--- src/rtl/settings_bus_master.sv ---
// Avalon-MM master for the settings register/table slave: turns block commands
// into single-word writes or reads with an auto-incrementing address.
module settings_bus_master #(
    parameter int ADDR_W     = 16,
    parameter int DATA_W     = 32,
    parameter int RD_LATENCY = 1,
    parameter int TIMEOUT    = 255
) (
    input  logic              clk,
    input  logic              rst,
    input  logic              cmd_valid,
    output logic              cmd_ready,
    input  logic              cmd_write,
    input  logic [ADDR_W-1:0] cmd_addr,
    input  logic [7:0]        cmd_len,
    input  logic              wr_valid,
    output logic              wr_ready,
    input  logic [DATA_W-1:0] wr_data,
    output logic              rd_valid,
    input  logic              rd_ready,
    output logic [DATA_W-1:0] rd_data,
    output logic              busy,
    output logic              done,
    output logic              err,
    output logic [ADDR_W-1:0] avm_address,
    output logic              avm_write,
    output logic              avm_read,
    output logic [DATA_W-1:0] avm_writedata,
    input  logic [DATA_W-1:0] avm_readdata,
    input  logic              avm_waitrequest
);

    localparam int TW = (TIMEOUT > 1) ? $clog2(TIMEOUT + 1) : 1;
    localparam int T_LAST_I = (TIMEOUT > 0) ? TIMEOUT - 1 : 0;
    localparam logic [TW-1:0] T_LAST = T_LAST_I[TW-1:0];
    localparam logic [2:0] LAT_LAST = RD_LATENCY[2:0];

    typedef enum logic [2:0] {
        IDLE, WR_WAIT, WR_BUS, RD_BUS, RD_LAT, RD_OUT, DONE
    } state_t;

    state_t            state;
    logic [ADDR_W-1:0] addr;
    logic [8:0]        count;
    logic [TW-1:0]     tcnt;
    logic [2:0]        lcnt;
    logic              last_word;
    logic              timed_out;

    assign cmd_ready = (state == IDLE);
    assign wr_ready  = (state == WR_WAIT);
    assign busy      = (state != IDLE);
    assign last_word = (count == 9'd1);
    // The stall counter reaches T_LAST on the TIMEOUT-th consecutive stalled cycle.
    assign timed_out = (TIMEOUT != 0) && (tcnt == T_LAST);

    always_ff @(posedge clk or negedge rst) begin
        if (!rst) begin
            state         <= IDLE;
            addr          <= '0;
            count         <= '0;
            tcnt          <= '0;
            lcnt          <= '0;
            avm_address   <= '0;
            avm_write     <= 1'b0;
            avm_read      <= 1'b0;
            avm_writedata <= '0;
            rd_valid      <= 1'b0;
            rd_data       <= '0;
            done          <= 1'b0;
            err           <= 1'b0;
        end else begin
            case (state)
                IDLE: begin
                    if (cmd_valid) begin
                        addr  <= cmd_addr;
                        count <= {cmd_len == 8'd0, cmd_len};
                        tcnt  <= '0;
                        if (cmd_write) begin
                            state <= WR_WAIT;
                        end else begin
                            avm_read    <= 1'b1;
                            avm_address <= cmd_addr;
                            state       <= RD_BUS;
                        end
                    end
                end
                WR_WAIT: begin
                    if (wr_valid) begin
                        avm_writedata <= wr_data;
                        avm_address   <= addr;
                        avm_write     <= 1'b1;
                        state         <= WR_BUS;
                    end
                end
                WR_BUS: begin
                    if (!avm_waitrequest) begin
                        avm_write <= 1'b0;
                        tcnt      <= '0;
                        addr      <= addr + ADDR_W'(1);
                        count     <= count - 9'd1;
                        if (last_word) begin
                            done  <= 1'b1;
                            state <= DONE;
                        end else begin
                            state <= WR_WAIT;
                        end
                    end else if (timed_out) begin
                        avm_write <= 1'b0;
                        tcnt      <= '0;
                        done      <= 1'b1;
                        err       <= 1'b1;
                        state     <= DONE;
                    end else begin
                        tcnt <= tcnt + TW'(1);
                    end
                end
                RD_BUS: begin
                    if (!avm_waitrequest) begin
                        avm_read <= 1'b0;
                        tcnt     <= '0;
                        lcnt     <= 3'd1;
                        state    <= RD_LAT;
                    end else if (timed_out) begin
                        avm_read <= 1'b0;
                        tcnt     <= '0;
                        done     <= 1'b1;
                        err      <= 1'b1;
                        state    <= DONE;
                    end else begin
                        tcnt <= tcnt + TW'(1);
                    end
                end
                RD_LAT: begin
                    if (lcnt == LAT_LAST) begin
                        rd_data  <= avm_readdata;
                        rd_valid <= 1'b1;
                        state    <= RD_OUT;
                    end else begin
                        lcnt <= lcnt + 3'd1;
                    end
                end
                // Next read is only issued after the consumer takes this word.
                RD_OUT: begin
                    if (rd_ready) begin
                        rd_valid <= 1'b0;
                        addr     <= addr + ADDR_W'(1);
                        count    <= count - 9'd1;
                        if (last_word) begin
                            done  <= 1'b1;
                            state <= DONE;
                        end else begin
                            avm_read    <= 1'b1;
                            avm_address <= addr + ADDR_W'(1);
                            state       <= RD_BUS;
                        end
                    end
                end
                DONE: begin
                    done  <= 1'b0;
                    err   <= 1'b0;
                    state <= IDLE;
                end
                default: state <= IDLE;
            endcase
        end
    end

endmodule

--- config.mk ---
export PLATFORM = sky130hd
export DESIGN_NAME = settings_bus_master
export DESIGN_NICKNAME = d
export VERILOG_FILES = /design/src/rtl/settings_bus_master.sv
export SDC_FILE = /design/constraint.sdc
export NUM_CORES = 1
export LEC_CHECK = 0
export ABC_CLOCK_PERIOD_IN_PS = 5900
export CAP_MARGIN = 15
export CORE_MARGIN = 2
export CORE_UTILIZATION = 50
export DETAILED_ROUTE_END_ITERATION = 16
export MAX_ROUTING_LAYER = met4
export PLACE_DENSITY = 0.84
export SLEW_MARGIN = 10
export SYNTH_ARGS = -nofsm -noshare
export SYNTH_HDL_FRONTEND = slang
export SYNTH_SLANG_ARGS = --single-unit
export TNS_END_PERCENT = 10
--- constraint.sdc ---
create_clock -name clk -period 5.9 [get_ports clk]
set_clock_uncertainty 0.05 [all_clocks]
set_input_delay 1.18 -clock clk [delete_from_list [all_inputs] [get_ports clk]]
set_output_delay 1.18 -clock clk [all_outputs]
set_load 0.02 [all_outputs]
==> metrics.txt <==
# TYPE chip_impl_metric gauge
chip_impl_metric{name="hold_viol_final",unit=""} 0
chip_impl_metric{name="fp.coreArea",unit="sq um"} 12100
chip_impl_metric{name="synthDominantCellAreaShare",unit="%"} 49.4
chip_impl_metric{name="boundaryPins",unit=""} 183
chip_impl_metric{name="dp_hpwl",unit="um"} 12000
chip_impl_metric{name="critical_path_arrival",unit="ns"} 2.63
chip_impl_info{name="yosys-top-cells-area",value="sky130_fd_sc_hd__dfrtp_1 (49%), sky130_fd_sc_hd__mux2_2 (12%), sky130_fd_sc_hd__o21ai_0 (4.0%)"} 1
chip_impl_info{name="endpoint_of_the_worst_hold_path",value="tcnt[4]$_DFFE_PN0P_"} 1
chip_impl_metric{name="cts-buffers-inserted",unit=""} 17
chip_impl_metric{name="io_buffer_count",unit=""} 182
chip_impl_metric{name="vias_in_the_first_global_route",unit=""} 5537
chip_impl_info{name="crit_type",value="reg -> out"} 1
chip_impl_metric{name="layout-area-overhead-vs-synth",unit="%"} 40.1
chip_impl_metric{name="finalCritPeriodShare",unit="%"} 65.5
chip_impl_metric{name="drc",unit=""} 0
chip_impl_metric{name="vias",unit=""} 5392
chip_impl_info{name="critical_path.startpoint_type",value="flip-flop"} 1
chip_impl_info{name="worstReg2RegStart",value="state[0]$_DFFE_PN0P_"} 1
chip_impl_metric{name="finalSetupTns",unit="ns"} 0
chip_impl_metric{name="num-fill-cells",unit=""} 882
chip_impl_info{name="tritoncts",value="built"} 1
chip_impl_metric{name="gp_routability_congestion",unit=""} 0.924
chip_impl_metric{name="tightest_slew",unit="ns"} 1.05
chip_impl_metric{name="post-layout-total-power",unit="mW"} 5.16
chip_impl_metric{name="clock_insertion_delay_worst_skew",unit="ns"} 0.41
chip_impl_metric{name="chipHeight",unit="um"} 116
chip_impl_metric{name="global_route.overflow_total",unit=""} 0
chip_impl_metric{name="synth.yosys.warnings",unit=""} 0
chip_impl_metric{name="syn-num-nets",unit=""} 697
chip_impl_metric{name="critical_path_required",unit="ns"} 4.67
chip_impl_metric{name="synth_cell_types",unit=""} 68
chip_impl_metric{name="drv.max_cap_violation_count",unit=""} 0
chip_impl_info{name="gr-max-usage-layer",value="met2"} 1
chip_impl_metric{name="synth.ff_latch_count",unit=""} 124
chip_impl_metric{name="nNetsFinal",unit=""} 866
chip_impl_metric{name="static-leakage-power",unit="nW"} 3.53
chip_impl_metric{name="async_reset_ff_share",unit="%"} 100
chip_impl_metric{name="clockBufferDepth",unit=""} 2
chip_impl_metric{name="timing.final.setup_violations",unit=""} 0
chip_impl_metric{name="die_width",unit="um"} 116
chip_impl_metric{name="num_rows",unit=""} 40
chip_impl_metric{name="drive_above_1_share",unit="%"} 16.4
chip_impl_metric{name="yosysSeqAreaShare",unit="%"} 49.4
chip_impl_metric{name="grt.met3_usage",unit="%"} 7.06
chip_impl_metric{name="htree_num_levels",unit=""} 4
chip_impl_metric{name="antenna_found_initial",unit=""} 0
chip_impl_metric{name="routed_wire_per_std_cell",unit="um"} 17.9
chip_impl_metric{name="timing.reg2reg.setup_slack",unit="ns"} 3.24
chip_impl_info{name="ctsRootBufferMaster",value="sky130_fd_sc_hd__clkbuf_16"} 1
chip_impl_metric{name="detail-route-antenna-nets",unit=""} 0
chip_impl_info{name="crit_path_end_kind",value="primary output"} 1
chip_impl_metric{name="avgSynthCellArea",unit="sq um"} 10.6
chip_impl_metric{name="reg2reg_depth",unit=""} 5
chip_impl_metric{name="cts_sinks",unit=""} 124
chip_impl_metric{name="post_cts_buffers",unit=""} 0
chip_impl_info{name="synth_flop_cell",value="sky130_fd_sc_hd__dfrtp_1"} 1
chip_impl_metric{name="first_pass_iters",unit=""} 6
chip_impl_metric{name="die-area",unit="sq um"} 13500
chip_impl_info{name="worstReg2RegEnd",value="addr[11]$_DFFE_PN0P_"} 1
chip_impl_metric{name="slew_headroom",unit="%"} 29.9
chip_impl_metric{name="crit_path_max_fanout",unit=""} 35
chip_impl_metric{name="routed_wirelength",unit="um"} 16900
chip_impl_info{name="grt_setup_unrepaired",value="false"} 1
chip_impl_metric{name="cts_repair_resize_count",unit=""} 0
chip_impl_info{name="hp-start",value="tcnt[4]$_DFFE_PN0P_"} 1
chip_impl_metric{name="synth_cells",unit=""} 595
chip_impl_metric{name="timing.final.max_slew_violations",unit=""} 0
chip_impl_metric{name="hold_depth",unit=""} 1
chip_impl_metric{name="synth_enable_flop_cells",unit=""} 0
chip_impl_metric{name="clk_transition_reported_paths",unit="ns"} 0.05
chip_impl_metric{name="finalInstanceArea",unit="sq um"} 8800
chip_impl_metric{name="power_density_of_the_placed_cells",unit="nW/um^2"} 587
chip_impl_metric{name="viasPerCell",unit=""} 5.71
chip_impl_metric{name="first_iter_violations",unit=""} 345
chip_impl_metric{name="start_util",unit="%"} 51.8
chip_impl_metric{name="maxClockFrequency",unit="MHz"} 259
chip_impl_metric{name="grt_util_met2",unit="%"} 42.3
chip_impl_metric{name="track_usage",unit="%"} 26.2
chip_impl_metric{name="gr-usage-met1",unit="%"} 31.2
chip_impl_metric{name="vdd_ir_drop_max",unit="mV"} 0.446
chip_impl_info{name="outcome",value="complete, no violations"} 1
chip_impl_metric{name="antenna_cells",unit=""} 0
chip_impl_info{name="netlist.top_cell.by_area",value="sky130_fd_sc_hd__dfrtp_1"} 1
chip_impl_info{name="worst_hold_path_type",value="reg -> reg"} 1
chip_impl_metric{name="grt_pass1_wl",unit="um"} 26600
chip_impl_metric{name="grt_start_max_net_pins",unit=""} 80
chip_impl_metric{name="cts_hold_buffers",unit=""} 0
chip_impl_metric{name="placed_cell_area",unit="sq um"} 8170
chip_impl_metric{name="synth_area",unit="sq um"} 6280
chip_impl_metric{name="min_period",unit="ns"} 3.86
routing by layer:
layer,routed length [um],vias to the layer above
li1,-,2482
met1,6660,2637
met2,8710,236
met3,1060,37
met4,499,0
met5,0,-
through the flow:
step	setup slack, ns	utilization (%)	std cells	hold WS (ns)
final	2.04	72.6	944	0.437
after global routing	1.89	72.6	944	0.463
after CTS	2.07	72.5	943	0.439
after detailed placement	2.15	67.5	912	0.416
after global placement	2.28	67.5	912	0.414
after floorplan	3.38	-	595	0.395
area by class of cell:
class | instances | area (sq um) | share of cell area, %
sequential | 124 | 3100 | 35.3
multi-input combinational | 418 | 2940 | 33.5
timing repair buffer | 189 | 1880 | 21.4
clock buffer | 24 | 472 | 5.36
tap | 168 | 210 | 2.39
clock inverter | 7 | 138 | 1.56
inverter | 14 | 52.6 | 0.597
cell usage after synthesis, types with 3 or more instances:
cell type	n
sky130_fd_sc_hd__mux2_4	6
sky130_fd_sc_hd__nor4_1	4
sky130_fd_sc_hd__nor3_1	9
sky130_fd_sc_hd__o22ai_1	4
sky130_fd_sc_hd__mux2_2	67
sky130_fd_sc_hd__xor2_1	5
sky130_fd_sc_hd__nand2b_1	5
sky130_fd_sc_hd__a31oi_1	11
sky130_fd_sc_hd__and2_1	3
sky130_fd_sc_hd__and3_1	3
sky130_fd_sc_hd__ha_1	7
sky130_fd_sc_hd__clkbuf_1	13
sky130_fd_sc_hd__buf_4	5
sky130_fd_sc_hd__nand2_1	51
sky130_fd_sc_hd__o32ai_1	3
sky130_fd_sc_hd__nor2b_1	5
sky130_fd_sc_hd__o22a_1	4
sky130_fd_sc_hd__o21ai_0	50
sky130_fd_sc_hd__mux2i_1	6
sky130_fd_sc_hd__a221oi_1	4
sky130_fd_sc_hd__nand4_1	7
sky130_fd_sc_hd__a21oi_1	35
sky130_fd_sc_hd__buf_2	19
sky130_fd_sc_hd__xnor2_1	7
sky130_fd_sc_hd__inv_1	13
sky130_fd_sc_hd__nand3_1	15
sky130_fd_sc_hd__o31ai_1	5
sky130_fd_sc_hd__nor2_1	46
sky130_fd_sc_hd__nor3b_1	6
sky130_fd_sc_hd__dfrtp_1	124
sky130_fd_sc_hd__a22oi_1	4
report_power, final:
part	switching (mW)	total [mW]	internal, mW
Clock	0.358	1.08	0.725
Sequential	0.349	1.60	1.26
Combinational	1.28	2.47	1.19
flip-flops by register name, indices dropped and copies added (netlist names), 3 cells and up:
name and flops:
tcnt 8, lcnt 3, count 9, avm_address 16, avm_writedata 32, rd_data 32
addr 16, state 3
logic make-up after synthesis:
| kind of cell | count (synthesis) | share of synthesized area [%] |
|---|---|---|
| fa+ha+maj | 7 | 1.40 |
| simple gates | 171 | 13.9 |
| mux | 79 | 14.4 |
| xor+xnor | 13 | 1.93 |
| compound gates | 148 | 14.9 |
| flops | 124 | 49.4 |
| buf+inv | 53 | 4.09 |
worst max path at each step:
stage                               from                    endpoint  depth (start not counted)
finish              state[0]$_DFFE_PN0P_                    wr_ready                          3
global route        state[0]$_DFFE_PN0P_                    wr_ready                          3
CTS                 state[0]$_DFFE_PN0P_                    wr_ready                          3
detailed placement             cmd_valid  avm_address[0]$_DFFE_PN0P_                          5
global placement               cmd_valid  avm_address[0]$_DFFE_PN0P_                          5
floorplan                      cmd_valid  avm_address[2]$_DFFE_PN0P_                          5
worst max-delay path, cell delays in order (launching register included):
cell                              delay [ns]
sky130_fd_sc_hd__dfrtp_1                0.77
sky130_fd_sc_hd__nand2_2                0.57
sky130_fd_sc_hd__nor2_1                 0.23
sky130_fd_sc_hd__clkdlybuf4s50_1        0.63
placed cells by master (no fill, tap or decap), types with 3 or more instances in the layout:
cell                              instances
sky130_fd_sc_hd__a21oi_1                 35
sky130_fd_sc_hd__a221oi_1                 4
sky130_fd_sc_hd__a22oi_1                  4
sky130_fd_sc_hd__a31oi_1                 11
sky130_fd_sc_hd__and2_1                   3
sky130_fd_sc_hd__and3_1                   3
sky130_fd_sc_hd__buf_4                    7
sky130_fd_sc_hd__bufinv_16                4
sky130_fd_sc_hd__clkbuf_1                 5
sky130_fd_sc_hd__clkbuf_16               17
sky130_fd_sc_hd__clkdlybuf4s50_1        181
sky130_fd_sc_hd__dfrtp_1                124
sky130_fd_sc_hd__ha_1                     7
sky130_fd_sc_hd__inv_1                   13
sky130_fd_sc_hd__mux2_2                  67
sky130_fd_sc_hd__mux2_4                   6
sky130_fd_sc_hd__mux2i_1                  6
sky130_fd_sc_hd__nand2_1                 51
sky130_fd_sc_hd__nand2b_1                 5
sky130_fd_sc_hd__nand3_1                 15
sky130_fd_sc_hd__nand4_1                  7
sky130_fd_sc_hd__nor2_1                  46
sky130_fd_sc_hd__nor2b_1                  5
sky130_fd_sc_hd__nor3_1                   9
sky130_fd_sc_hd__nor3b_1                  6
sky130_fd_sc_hd__nor4_1                   4
sky130_fd_sc_hd__o21ai_0                 50
sky130_fd_sc_hd__o22a_1                   4
sky130_fd_sc_hd__o22ai_1                  4
sky130_fd_sc_hd__o31ai_1                  5
sky130_fd_sc_hd__xnor2_1                  7
sky130_fd_sc_hd__xor2_1                   5
No activity file was read; power rests on OpenSTA's default activity.
==> patch (same settings) <==
Set the parameter `ADDR_W` to 18 (it was 16).
--- a/src/rtl/settings_bus_master.sv
+++ b/src/rtl/settings_bus_master.sv
@@ -1,7 +1,7 @@
 // Avalon-MM master for the settings register/table slave: turns block commands
 // into single-word writes or reads with an auto-incrementing address.
 module settings_bus_master #(
-    parameter int ADDR_W     = 16,
+    parameter int ADDR_W     = 18,
     parameter int DATA_W     = 32,
     parameter int RD_LATENCY = 1,
     parameter int TIMEOUT    = 255
Interface: changed (resized avm_address and cmd_addr); port bits go from 183 to 187. No check against the original RTL was run, so the function may have changed too.
==> patch against the unedited design <==
Total power grew 6.5%; setup slack lost 0.17 ns; sequential cell count grew 4; worst hold slack lost 0.015 ns; sequential power grew 7%; final area grew 2.7%; wire length grew 8.4%; non-clock buffer count grew 4; final cell count grew 5.9%; utilization shrank 1.3 points; synthesized area grew 4.0%; critical path type unchanged.
==> patch: results (changes against the unedited design) <==
Final #Nets 919 (+6.1%); sequential power 1710 µW (+7%); vias in the first global route 5714 (+3.2%); via count 5771 (+7.0%); syn_nets 753 (+8.0%); Comb power 2720 µW (+10%); mux cell area share after synthesis 11.36% (-3.0 points); total track usage 27.29% (+1.1 points); initial drt markers 409 (+19%); Sw Ratio 41.24% (+2.7 points); Post-synth top cells 128 x dfrtp_1, 65 x mux2_2, 56 x nand2_1, 56 x nor2_1, 45 x o21ai_0; FF-to-FF Start state[1]$_DFFE_PN0P_; WHS 0.4223 ns (-0.01464 ns); Hold Crit Depth 2 (+1); status completed; post-detail-place hpwl 12.64 mm (+5.5%); port bufs 186 (+2.2%); largest net degree at the start of global routing 77 (-3.8%); post-synthesis xor/xnor area fraction 2.548% (+0.61 points); largest fanout on the critical path 24 (-31%); Hold EP avm_address[5]$_DFFE_PN0P_; Adder-Cell Fraction of Synth Area 1.341% (-0.054 points); Worst Path Arrival 2.80 ns (+0.17 ns); drt total wl 18.36 mm (+8.4%); reg2reg setup slack 3.04 ns (-0.20 ns); first-pass GRT wire length 29.42 mm (+11%); Synth Area in Compound Gates 14.95% (+0.056 points); post-placement cell area 8419 µm² (+3.0%); Filler cells 916 (+3.9%); r2r endpoint avm_address[15]$_DFFE_PN0P_
-- patch: through the flow --
| stage | utilization, % | power (µW) |
|---|---|---|
| after floorplan | - | 3365 |
| after global placement | 66.45 | 4280 |
| after detailed placement | 66.45 | 4398 |
| after CTS | 71.26 | 5494 |
| after global routing | 71.31 | 5808 |
| final | 71.31 | 5498 |
-- patch: logic make-up (layout without fill, tap and decap cells) --
kind of cell,Yosys count,after routing
mux,66,66
simple gates,214,214
fa+ha+maj,7,7
xor+xnor,19,19
flops,128,128
compound gates,155,155
buf+inv,60,239
-- patch: per-layer routing --
metal  vias to the layer above  GRT usage, %  routed length [µm]
met1                      2816         31.93                7167
met4                         0         10.09                 487
met5                         -             -                   0
li1                       2666             -                   -
met3                        39         5.936                1075
met2                       250         46.21                9626
-- patch: layout make-up --
cell class	count	share of cell area, %
sequential	128	35.45
multi-input combinational	461	33.69
timing repair buffer	193	21.16
clock buffer	21	5.317
tap	172	2.382
clock inverter	11	1.426
inverter	14	0.5816
